--- src/rtl/rbm_frame_driver_if.sv ---
// Host-side bundle between the frame driver and its environment:
// input word stream, core control/data, and the result handshake.
interface rbm_frame_driver_if #(
  parameter int general_input_dim = 784,
  parameter int output_dim        = 10,
  parameter int w_bitlength       = 12,
  parameter int word_width        = 16
);
  localparam int LABEL_W = (output_dim > 1) ? $clog2(output_dim) : 1;

  logic [word_width-1:0]             in_word;
  logic                              in_valid;
  logic                              in_ready;
  logic                              core_reset;
  logic                              core_data_valid;
  logic [general_input_dim-1:0]      core_input;
  logic [output_dim*w_bitlength-1:0] core_output;
  logic                              core_finish;
  logic [LABEL_W-1:0]                label;
  logic [w_bitlength-1:0]            label_score;
  logic                              label_error;
  logic                              label_valid;
  logic                              label_ready;
  logic [15:0]                       frame_count;

  modport master (
    input  in_word, in_valid, core_output, core_finish, label_ready,
    output in_ready, core_reset, core_data_valid, core_input,
           label, label_score, label_error, label_valid, frame_count
  );

  modport slave (
    output in_word, in_valid, core_output, core_finish, label_ready,
    input  in_ready, core_reset, core_data_valid, core_input,
           label, label_score, label_error, label_valid, frame_count
  );
endinterface

--- src/rtl/rbm_frame_driver.sv ---
// Loads a frame from a word stream, pulses core reset, runs the RBM core until finish
// (or timeout), argmaxes the vote counters one class per cycle and emits the label.
module rbm_frame_driver #(
  parameter int general_input_dim = 784,
  parameter int output_dim        = 10,
  parameter int w_bitlength       = 12,
  parameter int word_width        = 16,
  parameter int core_reset_cycles = 2,
  parameter int timeout_cycles    = 0
) (
  input logic               clock,
  input logic               reset,
  rbm_frame_driver_if.master bus
);
  localparam int BEATS   = (general_input_dim + word_width - 1) / word_width;
  localparam int FRAME_W = BEATS * word_width;
  localparam int BEAT_W  = (BEATS > 1) ? $clog2(BEATS) : 1;
  localparam int LABEL_W = (output_dim > 1) ? $clog2(output_dim) : 1;
  localparam int VOTE_W  = output_dim * w_bitlength;

  localparam logic [2:0] S_LOAD = 3'd0;
  localparam logic [2:0] S_CRST = 3'd1;
  localparam logic [2:0] S_RUN  = 3'd2;
  localparam logic [2:0] S_SCAN = 3'd3;
  localparam logic [2:0] S_EMIT = 3'd4;

  logic [2:0]             state_q, state_d;
  logic [BEAT_W-1:0]      beat_q, beat_d;
  logic [31:0]            cnt_q, cnt_d;
  logic [FRAME_W-1:0]     frame_q;
  logic [VOTE_W-1:0]      snap_q;
  logic [LABEL_W-1:0]     label_q;
  logic [w_bitlength-1:0] score_q;
  logic [w_bitlength-1:0] cur_score;
  logic                   err_q;
  logic                   in_ready_q;
  logic                   core_reset_q;
  logic                   data_valid_q;
  logic                   label_valid_q;
  logic [15:0]            frame_count_q;
  logic                   beat_fire;
  logic                   run_timeout;

  assign beat_fire   = (state_q == S_LOAD) && in_ready_q && bus.in_valid;
  assign run_timeout = (timeout_cycles != 0) && (cnt_q == 32'(timeout_cycles - 1));
  // cnt_q doubles as the class index while scanning
  assign cur_score   = snap_q[int'(cnt_q[LABEL_W-1:0]) * w_bitlength +: w_bitlength];

  always_comb begin
    state_d = state_q;
    beat_d  = beat_q;
    cnt_d   = cnt_q;
    case (state_q)
      S_LOAD: begin
        if (beat_fire) begin
          if (beat_q == BEAT_W'(BEATS - 1)) begin
            beat_d  = '0;
            cnt_d   = '0;
            state_d = S_CRST;
          end else begin
            beat_d = beat_q + 1'b1;
          end
        end
      end
      S_CRST: begin
        if (cnt_q == 32'(core_reset_cycles - 1)) begin
          cnt_d   = '0;
          state_d = S_RUN;
        end else begin
          cnt_d = cnt_q + 32'd1;
        end
      end
      S_RUN: begin
        if (bus.core_finish) begin
          cnt_d   = '0;
          state_d = S_SCAN;
        end else if (run_timeout) begin
          cnt_d   = '0;
          state_d = S_EMIT;
        end else begin
          cnt_d = cnt_q + 32'd1;
        end
      end
      S_SCAN: begin
        if (cnt_q == 32'(output_dim - 1)) begin
          cnt_d   = '0;
          state_d = S_EMIT;
        end else begin
          cnt_d = cnt_q + 32'd1;
        end
      end
      S_EMIT: begin
        if (bus.label_ready) state_d = S_LOAD;
      end
      default: begin
        state_d = S_LOAD;
        beat_d  = '0;
        cnt_d   = '0;
      end
    endcase
  end

  always_ff @(posedge clock) begin
    if (reset) begin
      state_q       <= S_LOAD;
      beat_q        <= '0;
      cnt_q         <= '0;
      frame_q       <= '0;
      snap_q        <= '0;
      label_q       <= '0;
      score_q       <= '0;
      err_q         <= 1'b0;
      in_ready_q    <= 1'b0;
      core_reset_q  <= 1'b1;
      data_valid_q  <= 1'b0;
      label_valid_q <= 1'b0;
      frame_count_q <= '0;
    end else begin
      state_q       <= state_d;
      beat_q        <= beat_d;
      cnt_q         <= cnt_d;
      in_ready_q    <= (state_d == S_LOAD);
      core_reset_q  <= (state_d == S_CRST);
      data_valid_q  <= (state_d == S_RUN);
      label_valid_q <= (state_d == S_EMIT);

      if (beat_fire) frame_q[int'(beat_q) * word_width +: word_width] <= bus.in_word;

      if (state_q == S_RUN) begin
        if (bus.core_finish) begin
          snap_q  <= bus.core_output;
          label_q <= '0;
          score_q <= bus.core_output[w_bitlength-1:0];
          err_q   <= 1'b0;
        end else if (run_timeout) begin
          label_q <= '1;
          score_q <= '0;
          err_q   <= 1'b1;
        end
      end

      // strictly greater keeps the lowest index on ties
      if (state_q == S_SCAN && cur_score > score_q) begin
        label_q <= cnt_q[LABEL_W-1:0];
        score_q <= cur_score;
      end

      if (state_q == S_EMIT && bus.label_ready) frame_count_q <= frame_count_q + 16'd1;
    end
  end

  assign bus.in_ready        = in_ready_q;
  assign bus.core_reset      = core_reset_q;
  assign bus.core_data_valid = data_valid_q;
  assign bus.core_input      = frame_q[general_input_dim-1:0];
  assign bus.label           = label_q;
  assign bus.label_score     = score_q;
  assign bus.label_error     = err_q;
  assign bus.label_valid     = label_valid_q;
  assign bus.frame_count     = frame_count_q;
endmodule

--- src/flat_wrapper.sv ---
// flat-port wrapper written by rule: the top's interface ports become plain ports
module rbm_frame_driver_flat 
#(
  parameter int general_input_dim = 784,
  parameter int output_dim        = 10,
  parameter int w_bitlength       = 12,
  parameter int word_width        = 16,
  parameter int core_reset_cycles = 2,
  parameter int timeout_cycles    = 0
)
  (clock, reset, bus_in_word, bus_in_valid, bus_core_output, bus_core_finish, bus_label_ready, bus_in_ready, bus_core_reset, bus_core_data_valid, bus_core_input, bus_label, bus_label_score, bus_label_error, bus_label_valid, bus_frame_count);
  rbm_frame_driver_if #(.general_input_dim(general_input_dim), .output_dim(output_dim), .w_bitlength(w_bitlength), .word_width(word_width)) bus_i ();
  input logic clock;
  input logic reset;
  input wire logic [$bits(bus_i.in_word)-1:0] bus_in_word;
  input wire logic [$bits(bus_i.in_valid)-1:0] bus_in_valid;
  input wire logic [$bits(bus_i.core_output)-1:0] bus_core_output;
  input wire logic [$bits(bus_i.core_finish)-1:0] bus_core_finish;
  input wire logic [$bits(bus_i.label_ready)-1:0] bus_label_ready;
  output wire logic [$bits(bus_i.in_ready)-1:0] bus_in_ready;
  output wire logic [$bits(bus_i.core_reset)-1:0] bus_core_reset;
  output wire logic [$bits(bus_i.core_data_valid)-1:0] bus_core_data_valid;
  output wire logic [$bits(bus_i.core_input)-1:0] bus_core_input;
  output wire logic [$bits(bus_i.label)-1:0] bus_label;
  output wire logic [$bits(bus_i.label_score)-1:0] bus_label_score;
  output wire logic [$bits(bus_i.label_error)-1:0] bus_label_error;
  output wire logic [$bits(bus_i.label_valid)-1:0] bus_label_valid;
  output wire logic [$bits(bus_i.frame_count)-1:0] bus_frame_count;
  assign bus_i.in_word = bus_in_word;
  assign bus_i.in_valid = bus_in_valid;
  assign bus_i.core_output = bus_core_output;
  assign bus_i.core_finish = bus_core_finish;
  assign bus_i.label_ready = bus_label_ready;
  assign bus_in_ready = bus_i.in_ready;
  assign bus_core_reset = bus_i.core_reset;
  assign bus_core_data_valid = bus_i.core_data_valid;
  assign bus_core_input = bus_i.core_input;
  assign bus_label = bus_i.label;
  assign bus_label_score = bus_i.label_score;
  assign bus_label_error = bus_i.label_error;
  assign bus_label_valid = bus_i.label_valid;
  assign bus_frame_count = bus_i.frame_count;
  rbm_frame_driver #(.general_input_dim(general_input_dim), .output_dim(output_dim), .w_bitlength(w_bitlength), .word_width(word_width), .core_reset_cycles(core_reset_cycles), .timeout_cycles(timeout_cycles)) u_core (.clock(clock), .reset(reset), .bus(bus_i));
endmodule
--- config.mk ---
export PLATFORM = sky130hd
export DESIGN_NAME = rbm_frame_driver_flat
export DESIGN_NICKNAME = d
export VERILOG_FILES = /design/src/rtl/rbm_frame_driver_if.sv /design/src/rtl/rbm_frame_driver.sv /design/src/flat_wrapper.sv
export SDC_FILE = /design/constraint.sdc
export NUM_CORES = 2
export LEC_CHECK = 0
export CELL_PAD_IN_SITES_DETAIL_PLACEMENT = 1
export CELL_PAD_IN_SITES_GLOBAL_PLACEMENT = 1
export CORE_AREA = 10 10 367 369
export CTS_CLUSTER_DIAMETER = 120
export DETAILED_ROUTE_END_ITERATION = 8
export DIE_AREA = 0 0 377 379
export GPL_TIMING_DRIVEN = 0
export PLACE_DENSITY_LB_ADDON = 0.1
export SETUP_SLACK_MARGIN = 0.1
export SLEW_MARGIN = 15
export SYNTH_ARGS = -nofsm -noshare
export SYNTH_HDL_FRONTEND = slang
export SYNTH_SLANG_ARGS = --single-unit
--- constraint.sdc ---
create_clock -name clock -period 10 [get_ports clock]
set_input_delay 1.5 -clock clock [delete_from_list [all_inputs] [get_ports clock]]
set_output_delay 1.5 -clock clock [all_outputs]
set_load 0.005 [all_outputs]
==> reports/summary.txt <==
Root Buffer - clkbuf_16
WL/cell - 29.1 um
critical path data arrival time - 5.39 ns
crit-path max FO - 10
sequential-to-total area share from yosys stat - 0.529
GP Congestion - 0.873
reg2reg start - u_core.cnt_q[0]$_SDFFE_PP0P_
final setup vio count - 0
cts hold-fix bufs - 0
Overall Global Routing Usage - 0.286
core area - 127000 sq um
Final Hold Slack - 0.450 ns
RSZ-0062 raised after global routing - no
Area Overhead vs Synth - 42.1%
Setup TNS - 0 ns
Setup crit start kind - flop
Critical Path Slowest Stage Cell - buf_1
Die Ht - 379 um
die area - 143000 sq um
async set or reset register ratio after synthesis - 0
CTS buffer count - 116
layout cells sized above 1 - 0.0704
CTS resizes - 0
drt first pass iters - 5
Final Skew - 0.0365 ns
drt total wl - 214 mm
routed vias - 37352
gr ovfl total - 0
vias per cell - 5.07
Port Buffer Count - 950
Worst Hold Class - flop to flop
post-route ant nets - 0
clock sink total - 981
clock transition at the registers of the reported paths - 0.06 ns
Synth area leaders - dfxtp_1 (53%), nand2_1 (12%), a21oi_1 (9.0%), nand3_1 (5.1%), mux2i_1 (4.0%)
Crit. End Element - flop
largest net degree at the start of global routing - 17
Fillers - 14893
period utilisation layout - 0.474
Setup CP Type - flop to flop
Layout Cells excl Fill - 7365
max incr delay on CP - 0.71 ns
Ys Warns - 0
CP startpoint - u_core.cnt_q[0]$_SDFFE_PP0P_
starting density of the core - 0.292
first-pass GRT wire length - 294 mm
Max transition margin - 0.140
Synth top area share - 0.529
Core Rows - 131
Synth area leader - dfxtp_1
Post-CTS Setup Inserts - 0
initial DRC count - 2590
Post-Syn Nets - 4686
Leakage - 0.0174 uW
Die Wd - 377 um
Cell Area, Synth - 37100 sq um
CTS tree - yes
Required @ worst endpoint - 10.65 ns
FF+latch count, synth - 981
Pins Over Slew Limit - 0
Synth Area per Inst - 8.20 sq um
synthesized instance count - 4527
Post-synth EDFFs - 0
H-tree levels - 3
placed cell count - 7142
Min-Delay Startpoint - u_core.bus.core_input[563]$_SDFFE_PP0P_
Layout Nets - 5757
ys flop type - dfxtp_1
status - complete, no violations
vias in the first global route - 37075
Least-Margin Pin Slew - 1.29 ns
clk buf depth - 3
final hold viol count - 0
PD cells - 165 nW/um^2
synth unique cells - 79
DP HPWL - 167 mm
CP cell instances - buf_1, buf_1, mux2i_1, nor2_1, nor2_1, o221ai_1, ha_1, and4_1, nand2_1, a21oi_1, a2111o_1, a211o_1, clkbuf_1, o22ai_1
initial antenna violation count - 12
Max VDD drop - 140 uV
# DRC - 0
fin crit period - 4.74 ns
Max Fclk - 0.211 GHz
max_cap viols - 0
clock latency on the worst-skew pair - 0.75 ns
I/O pins - 962
[per-stage QoR]
| stage | total power [uW] | worst slack (ns) | utilization | instance area [sq um] |
|---|---|---|---|---|
| detailed placement | 4400 | 5.26 | 0.384 | 48800 |
| floorplan | 4150 | 6.61 | - | 37100 |
| finish | 8710 | 5.26 | 0.415 | 52700 |
| global placement | 4390 | 5.25 | 0.383 | 48700 |
| CTS | 8780 | 5.28 | 0.415 | 52700 |
| global route | 8960 | 4.98 | 0.415 | 52700 |
[registers in the layout, indices dropped and copies added (netlist names)]
signal	flops
u_core.bus.frame_count	16
u_core.cnt_q	32
u_core.beat_q	6
u_core.bus.core_input	784
u_core.snap_q	120
u_core.bus.in_ready	1
u_core.bus.label	4
u_core.bus.core_data_valid	1
u_core.state_q	3
u_core.bus.label_valid	1
u_core.bus.core_reset	1
u_core.bus.label_score	12
[cell type report]
class,instances,area (sq um),share of cell area
Tap cell,1662,2080,0.0394
Timing Repair Buffer,953,9550,0.181
Buffer,392,1740,0.0330
Inverter,24,90.1,0.00171
Multi-Input combinational cell,3130,15700,0.297
Clock inverter,41,423,0.00802
Antenna cell,3,7.51,0.000142
Clock buffer,179,3540,0.0672
Sequential cell,981,19600,0.372
[worst max-delay path, delay by kind of cell, from the launching register on]
family / cells / cell delay [ns]
AOI/OAI and AO/OA: 5 / 1.29
adders and majority gates: 1 / 0.33
buffers and inverters: 3 / 1.56
DFF: 1 / 0.47
muxes: 1 / 0.34
and+or+nand+nor: 4 / 0.65
[where the power goes]
| group | leakage (uW) | internal, uW | switching (uW) |
|---|---|---|---|
| Sequential | 0.00790 | 3910 | 2.80 |
| Clock | 0.00197 | 2570 | 1840 |
| Combinational | 0.00748 | 95.0 | 299 |
[cell usage in the layout (no fill, tap or decap), drive strengths merged, types with 23 or more instances in the layout]
| master | count |
|---|---|
| a21oi | 668 |
| buf | 140 |
| clkbuf | 434 |
| clkdlybuf4s50 | 950 |
| clkinv | 30 |
| dfxtp | 981 |
| inv | 27 |
| mux2i | 149 |
| nand2 | 1241 |
| nand3 | 386 |
| nand4 | 35 |
| nor2 | 205 |
| nor3 | 23 |
| o21ai | 210 |
| o22ai | 31 |
[metal layers]
metal	share of wire	vias up	GRT usage
met2	0.47	1110	0.477
met3	0.074	240	0.0791
met5	0.00011	-	0
li1	-	17378	-
met4	0.030	6	0.0901
met1	0.42	18618	0.355
[cell usage after synthesis (8+ instances only)]
cell type	number
nand3_1	378
mux2i_1	149
o22ai_1	31
nor4_1	8
a21oi_1	667
o21ai_1	15
inv_1	21
buf_2	76
o21ai_0	195
o31ai_1	9
xor2_1	17
nand4_1	34
nand2_1	1223
and3_1	13
nor3_1	14
nor2_1	190
clkbuf_1	249
nand2_2	17
and4_1	10
a32oi_1	12
or3_1	10
nor2_2	12
dfxtp_1	981
a31oi_1	10
buf_1	26
buf_4	30
ha_1	18
[final timing paths]
check	end	slack, ns	depth (start not counted)
worst max-delay path	u_core.bus.label_score[1]$_SDFFE_PP0P_	5.26	14
worst min-delay path	u_core.bus.core_input[563]$_SDFFE_PP0P_	0.45	2
worst max register to register	u_core.bus.label_score[1]$_SDFFE_PP0P_	5.26	14
worst min register to register	u_core.bus.core_input[563]$_SDFFE_PP0P_	0.45	2
[kinds of logic (layout without fill, tap and decap cells)]
group                    after synthesis  in the layout  synth area share
XOR/XNOR                              26             26           0.00735
flip-flops                           981            981             0.529
adder cells (fa/ha/maj)               18             18           0.00607
AO/OA/AOI/OAI                        972            972             0.139
AND/OR/NAND/NOR                     1964           1964             0.229
other                                  1              4          0.000101
buffers and inverters                416           1589            0.0490
multiplexers                         149            149            0.0402
Power figures use the tool's default switching activity.
